### config.mk
export PLATFORM = sky130hd
export DESIGN_NAME = fanout_fork_ctrl
export DESIGN_NICKNAME = d
export VERILOG_FILES = /design/src/rtl/fanout_fork_ctrl.sv
export SDC_FILE = /design/constraint.sdc
export NUM_CORES = 1
export LEC_CHECK = 0
export CAP_MARGIN = 20
export CORE_MARGIN = 5
export CORE_UTILIZATION = 47
export CTS_CLUSTER_SIZE = 24
export DETAILED_ROUTE_END_ITERATION = 12
export GPL_TIMING_DRIVEN = 0
export PLACE_DENSITY = 0.8
export SYNTH_ARGS = -nofsm -noshare
export SYNTH_HDL_FRONTEND = slang
export SYNTH_SLANG_ARGS = --single-unit
### constraint.sdc
create_clock -name CLK -period 2.77 [get_ports CLK]
set_input_delay 0.554 -clock CLK [delete_from_list [all_inputs] [get_ports CLK]]
set_output_delay 0.554 -clock CLK [all_outputs]
set_load 0.02 [all_outputs]
### src/rtl/fanout_fork_ctrl.sv
// Eager fork controller: offers one upstream token to every selected consumer,
// tracks per-consumer delivery, and keeps saturating token/stall counters.
module fanout_fork_ctrl #(
  parameter int N_OUT = 9,
  parameter int CNT_W = 16
) (
  input  logic             CLK,
  input  logic             ASYNCRESET,
  input  logic             in_valid,
  output logic             in_ready,
  input  logic [N_OUT-1:0] en,
  input  logic [N_OUT-1:0] sel,
  output logic [N_OUT-1:0] out_valid,
  input  logic [N_OUT-1:0] out_ready,
  input  logic             flush,
  output logic [CNT_W-1:0] tok_cnt,
  output logic [CNT_W-1:0] stall_cnt,
  output logic             partial
);

  typedef enum logic {
    IDLE    = 1'b0,
    PARTIAL = 1'b1
  } state_t;

  localparam logic [CNT_W-1:0] CNT_MAX = '1;

  state_t           state;
  logic [N_OUT-1:0] tgt;
  logic [N_OUT-1:0] done;
  logic [N_OUT-1:0] done_nxt;
  logic [N_OUT-1:0] pend;
  logic [N_OUT-1:0] acc;
  logic             live;
  logic             fire;
  logic             stall;

  // Reset is folded in so the outputs go quiet the moment reset asserts.
  assign live      = ~flush & ~ASYNCRESET;
  assign tgt       = en & sel;
  // done bits of deselected consumers are masked out here, so they never block.
  assign pend      = tgt & ~done;
  assign out_valid = {N_OUT{in_valid & live}} & pend;
  assign in_ready  = live & (&(~pend | out_ready));
  assign acc       = out_valid & out_ready;
  assign fire      = in_valid & in_ready;
  assign stall     = in_valid & ~in_ready & ~flush;

  always_comb begin
    // NOTE: default first so every path assigns done_nxt and no latch is inferred.
    done_nxt = done;
    if (flush || fire) begin
      done_nxt = '0;
    end else if (in_valid) begin
      done_nxt = done | acc;
    end
  end

  always_ff @(posedge CLK or posedge ASYNCRESET) begin
    if (ASYNCRESET) begin
      done      <= '0;
      state     <= IDLE;
      partial   <= 1'b0;
      tok_cnt   <= '0;
      stall_cnt <= '0;
    end else begin
      // NOTE: non-blocking assignments so every register samples pre-edge values.
      done <= done_nxt;

      if (fire && tok_cnt != CNT_MAX) begin
        tok_cnt <= tok_cnt + CNT_W'(1);
      end
      if (stall && stall_cnt != CNT_MAX) begin
        stall_cnt <= stall_cnt + CNT_W'(1);
      end

      case (state)
        IDLE: begin
          if (in_valid && !in_ready && (|acc)) begin
            state   <= PARTIAL;
            partial <= 1'b1;
          end
        end
        PARTIAL: begin
          if (fire || flush) begin
            state   <= IDLE;
            partial <= 1'b0;
          end
        end
      endcase
    end
  end

endmodule

### Word-level counts from Yosys, hierarchy flattened

Index checks and enable logic that the tools add are counted.

* flip-flop bits (word level): 43
* word-level logic and storage cells: 47
* output and inout port bits: 43
* input port bits: 31

* add/sub/neg operators: 2
* bitwise operators: 18
* reductions and logical operators: 10
* equal/unequal tests: 4
* mux-type cells: 8

Operators by type and width (count)
* $and A9 B9 Y9: 4
* $add A16 B1 Y16 const B: 2
* $ne A16 B16 Y1 const B: 2
* $mux W9: 2
* $not A9 Y9: 2
* $or A9 B9 Y9: 2
* $reduce_and A9 Y1: 1
* $reduce_or A9 Y1: 1
* $and A1 B1 Y1: 6
* $logic_and A1 B1 Y1: 4
* $mux W1: 4
* $not A1 Y1: 4
* $pmux W1 S2: 2
* $ne A2 B1 Y1 const B: 1
* $ne A2 B2 Y1 const B: 1
* $reduce_and A2 Y1: 1
* $reduce_bool A2 Y1: 1
* $logic_not A1 Y1: 1
* $logic_or A1 B1 Y1: 1

### Depth between registers and ports, before layout

* word-level depth: 11
* mapped depth: 7
* depth with buffers taken out: 6

### Least setup slack after synthesis

No wires, ideal clock.

* path type: in2out
* start: in ASYNCRESET
* end: out in_ready
* required time: 2216 ps
* slack: -137 ps
* stages: 3
* buffers on the path: 0
* arrival: 2353 ps
* cells stage by stage: inv_1 nand4_1 nor2_1

* longest elaborated chain between the ends: 3

Ends and longest elaborated chain
* start: declaration: RTL line 8 `input logic ASYNCRESET,`
* $not A1 Y1: RTL line 39 `assign live = ~flush & ~ASYNCRESET;`
* $and A1 B1 Y1: RTL line 39
* $and A1 B1 Y1: RTL line 44 `assign in_ready = live & (&(~pend | out_ready));`
* end: declaration: RTL line 10 `output logic in_ready,`

Every way passes these cells.

### Worst setup path after layout

* start: in in_valid
* end: out out_valid[8]

* longest elaborated chain between the ends: 2

Ends and longest elaborated chain
* start: declaration: RTL line 9 `input logic in_valid,`
* $and A1 B1 Y1: RTL line 43 `assign out_valid = {N_OUT{in_valid & live}} & pend;`
* $and A9 B9 Y9: RTL line 43
* end: declaration: RTL line 13 `output logic [N_OUT-1:0] out_valid,`

Every way passes these cells.

==> impl_summary.log <==
INFO  metric ff2ff_setup_slack = 0.67 ns
INFO  metric rsz0062_at_grt = no
INFO  metric fmax = 371 MHz
INFO  metric final_util = between 60% and 70%
INFO  metric cts_inserted_buffers = 5
INFO  metric clock-sinks = 43
INFO  metric cellPowerDensity = 532 nW/um2
INFO  metric largest_net_degree_at_the_start_of_global_routing = 23
INFO  metric timing.final.setup_violations = 0
INFO  metric synth.yosys.warnings = 0
INFO  metric syn2layout_area_growth = 40.1%
INFO  metric wirelength = 6.49 mm
INFO  metric grt_pass1_vias = 2258
INFO  metric initial_utilization = roughly 48%
INFO  metric route.vias.total = roughly 2300
INFO  metric start_kind = input pin
INFO  metric footprint_of_the_multi_input_gates = 1280 um2
INFO  metric tritoncts = done
INFO  metric antenna_left = 0
INFO  metric yosysUniqueCellTypes = between 40 and 50
INFO  metric routed_via_density = 5.68
INFO  metric mostFrequentLayoutCell = clkdlybuf4s50_1
INFO  metric yosysSeqAreaShare = 44.5%
INFO  metric drcViolationCount = 0
INFO  metric async_flop_share = 100%
INFO  metric timing.reg2reg.worst_path_depth = 6
INFO  metric die_w = 81.8 um
INFO  metric antenna_found_initial = 0
INFO  metric post-route-period-util = 97.3%
INFO  metric min-delay-path-class = input pin to async pin
INFO  metric clk-insertion-delay-late = 0.30 ns
INFO  metric synth_edf_count = 0
INFO  metric ios = 74
INFO  metric critical_path.max_fanout = 7
INFO  metric insertedDiodeCount = 0
INFO  metric r2r-start = tok_cnt[3]
INFO  metric fp.dieArea = 6680 um2
INFO  metric grt_first_pass_wirelength = 10.6 mm
INFO  metric drv_slew = 0
INFO  metric final_layout_size_suffix_gt1_share = 12.7%
INFO  metric drt_first_iter_violations = between 100 and 150
INFO  metric maxCapViolations = 0
INFO  metric synthesis.nets = 277
INFO  metric root_buffer = clkbuf_8
INFO  metric maxSlewHeadroom = 58.6%
INFO  metric final.fill_count = between 300 and 400
INFO  metric drtPass1Iterations = 4
INFO  metric vdd_drop_max = 0.362 mV
INFO  metric synthDominantCellAreaShare = around 44%
INFO  metric h-tree-depth = 2
INFO  metric dp_hpwl = 4.56 mm
INFO  metric synth_area = 2420 um2
INFO  metric synth_top_cell_by_area = dfrtp_1
INFO  metric track_usage = around a fifth
INFO  metric post_synth_main_area_contributors = dfrtp_1, xnor2_1, xor2_1
INFO  metric critical_path_startpoint = in_valid
INFO  metric detailed_place.area = between 3000 and 4000 um2
INFO  metric max_slew.worst_pin.slew = 0.618 ns
INFO  metric final_weighted_congestion_in_routability_driven_placement = 0.858
INFO  metric die_height = 81.8 um
INFO  metric nNetsFinal = 362
INFO  metric synth_seq_cells = 43
INFO  metric io_buffer_count = 73
INFO  metric cp-endpoint = out_valid[8]
INFO  metric number_of_cell_rows = 26
INFO  metric period_needed = between 2 and 3 ns
INFO  metric clockBufferDepth = 2
INFO  metric gr-total-overflow = 0
INFO  metric clock_skew = 0.0182 ns
INFO  metric synthCells = between 200 and 250
INFO  metric final_cell_mix = clkdlybuf4s50_1, dfrtp_1, nand2_1
INFO  metric regToRegEndpoint = tok_cnt[7]
INFO  metric syn-mean-instance-area = 9.92 um2
INFO  metric holdBufCountCts = 0
INFO  metric synth_ff_type = dfrtp_1
INFO  metric run_status = finished, final reports clean
INFO  metric cp_data_arrival_time = 2.14 ns
INFO  metric critPathKind = input pin to primary output
INFO  metric design_area = 3390 um2
INFO  metric cts.reportedPaths.clkPinSlew = approximately 0.1 ns
INFO  metric core_area = 5040 um2
INFO  metric layout.area.seq = 1080 um2
INFO  metric static-leakage-power = 0.00141 uW
INFO  metric final_hold_viol_count = 0
INFO  metric critPathRequiredTime = 2.22 ns
INFO  metric crit_path_end_kind = primary output
INFO  metric wl_per_cell = 16.2 um
[sequential cells by signal, summed over array words and instances, names as in the netlist]
signal     flops
partial        1
done           9
stall_cnt     16
tok_cnt       16
state          1
[kinds of logic after synthesis]
logic type               after synthesis  share of synthesized area, %
AND/OR/NAND/NOR                      135                          35.7
flip-flops                            43                          44.5
XOR/XNOR                              29                          10.5
buffers and inverters                 17                          3.21
AO/OA/AOI/OAI                         16                          4.14
multiplexers                           2                         0.931
adder cells (fa/ha/maj)                2                          1.03
[area by class of cell]
cell class | count | share of cell area, %
repair buffers | 76 | 21.8
plain buffers | 8 | 1.29
clock inverters | 2 | 1.03
repair inverters | 2 | 0.295
multi-input cells | 185 | 37.8
flip-flops and latches | 43 | 31.7
well taps | 70 | 2.58
inverters | 8 | 0.997
clock buffers | 6 | 2.44
[per-layer routing]
metal | global-route usage [%] | share of wire (%)
met3 | 4.50 | 6.2
met2 | 34.2 | 49
met5 | 0 | 0
met4 | 5.32 | 0.85
met1 | 26.4 | 44
[critical path, cell delays in order]
cell             delay [ns]
clkdlybuf4s50_1        0.59
or3b_4                 0.47
nor3_1                 0.18
clkdlybuf4s15_1        0.34
[power breakdown]
| group | internal (uW) | leakage (uW) | switching (uW) |
|---|---|---|---|
| sequential | 700 | 0.000584 | 90.9 |
| clock | 292 | 0.0000612 | 223 |
| combinational | 254 | 0.000762 | 242 |
| total | 1250 | 0.00141 | 557 |
[timing repair]
action,4_1_cts,5_1_grt
gates cloned,3,0
endpoints found under the setup margin,25,9
setup buffers,2,0
gates resized for setup,18,18
pin swaps,4,2
[worst min path at each step]
stage / from / end / slack, ns / cells after the start
floorplan: done[6] / done[6] / 0.45 / 2
global placement: done[6] / done[6] / 0.47 / 2
detailed placement: tok_cnt[15] / tok_cnt[15] / 0.48 / 1
CTS: ASYNCRESET / tok_cnt[8] / 0.49 / 2
global route: ASYNCRESET / tok_cnt[8] / 0.50 / 2
finish: ASYNCRESET / tok_cnt[8] / 0.49 / 2
[stage by stage]
stage          worst slack [ns]  total power (uW)  hold WS [ns]  TNS (ns)  instances
2_1_floorplan             0.433              1040         0.454         0        244
3_3_place_gp              -1.04              1280         0.474    -11.98        387
5_1_grt                 0.00201              1890         0.503         0        400
3_5_place_dp              -1.11              1290         0.483    -13.41        387
4_1_cts                  0.0116              1800         0.491         0        399
6_report                 0.0750              1800         0.488         0        400
[Yosys cell counts (3+ instances only)]
library cell / instances
nand4_1: 14
nand2_1: 20
nor2_1: 15
nor4bb_1: 3
inv_1: 8
a21oi_1: 8
nor3_1: 19
nand3b_1: 3
and3_1: 6
clkbuf_1: 5
nor4_4: 3
dfrtp_1: 43
nor4_1: 7
xor2_1: 14
xnor2_1: 15
nand4b_1: 8
nand3_1: 19
No activity file was read; power rests on OpenSTA's default activity.
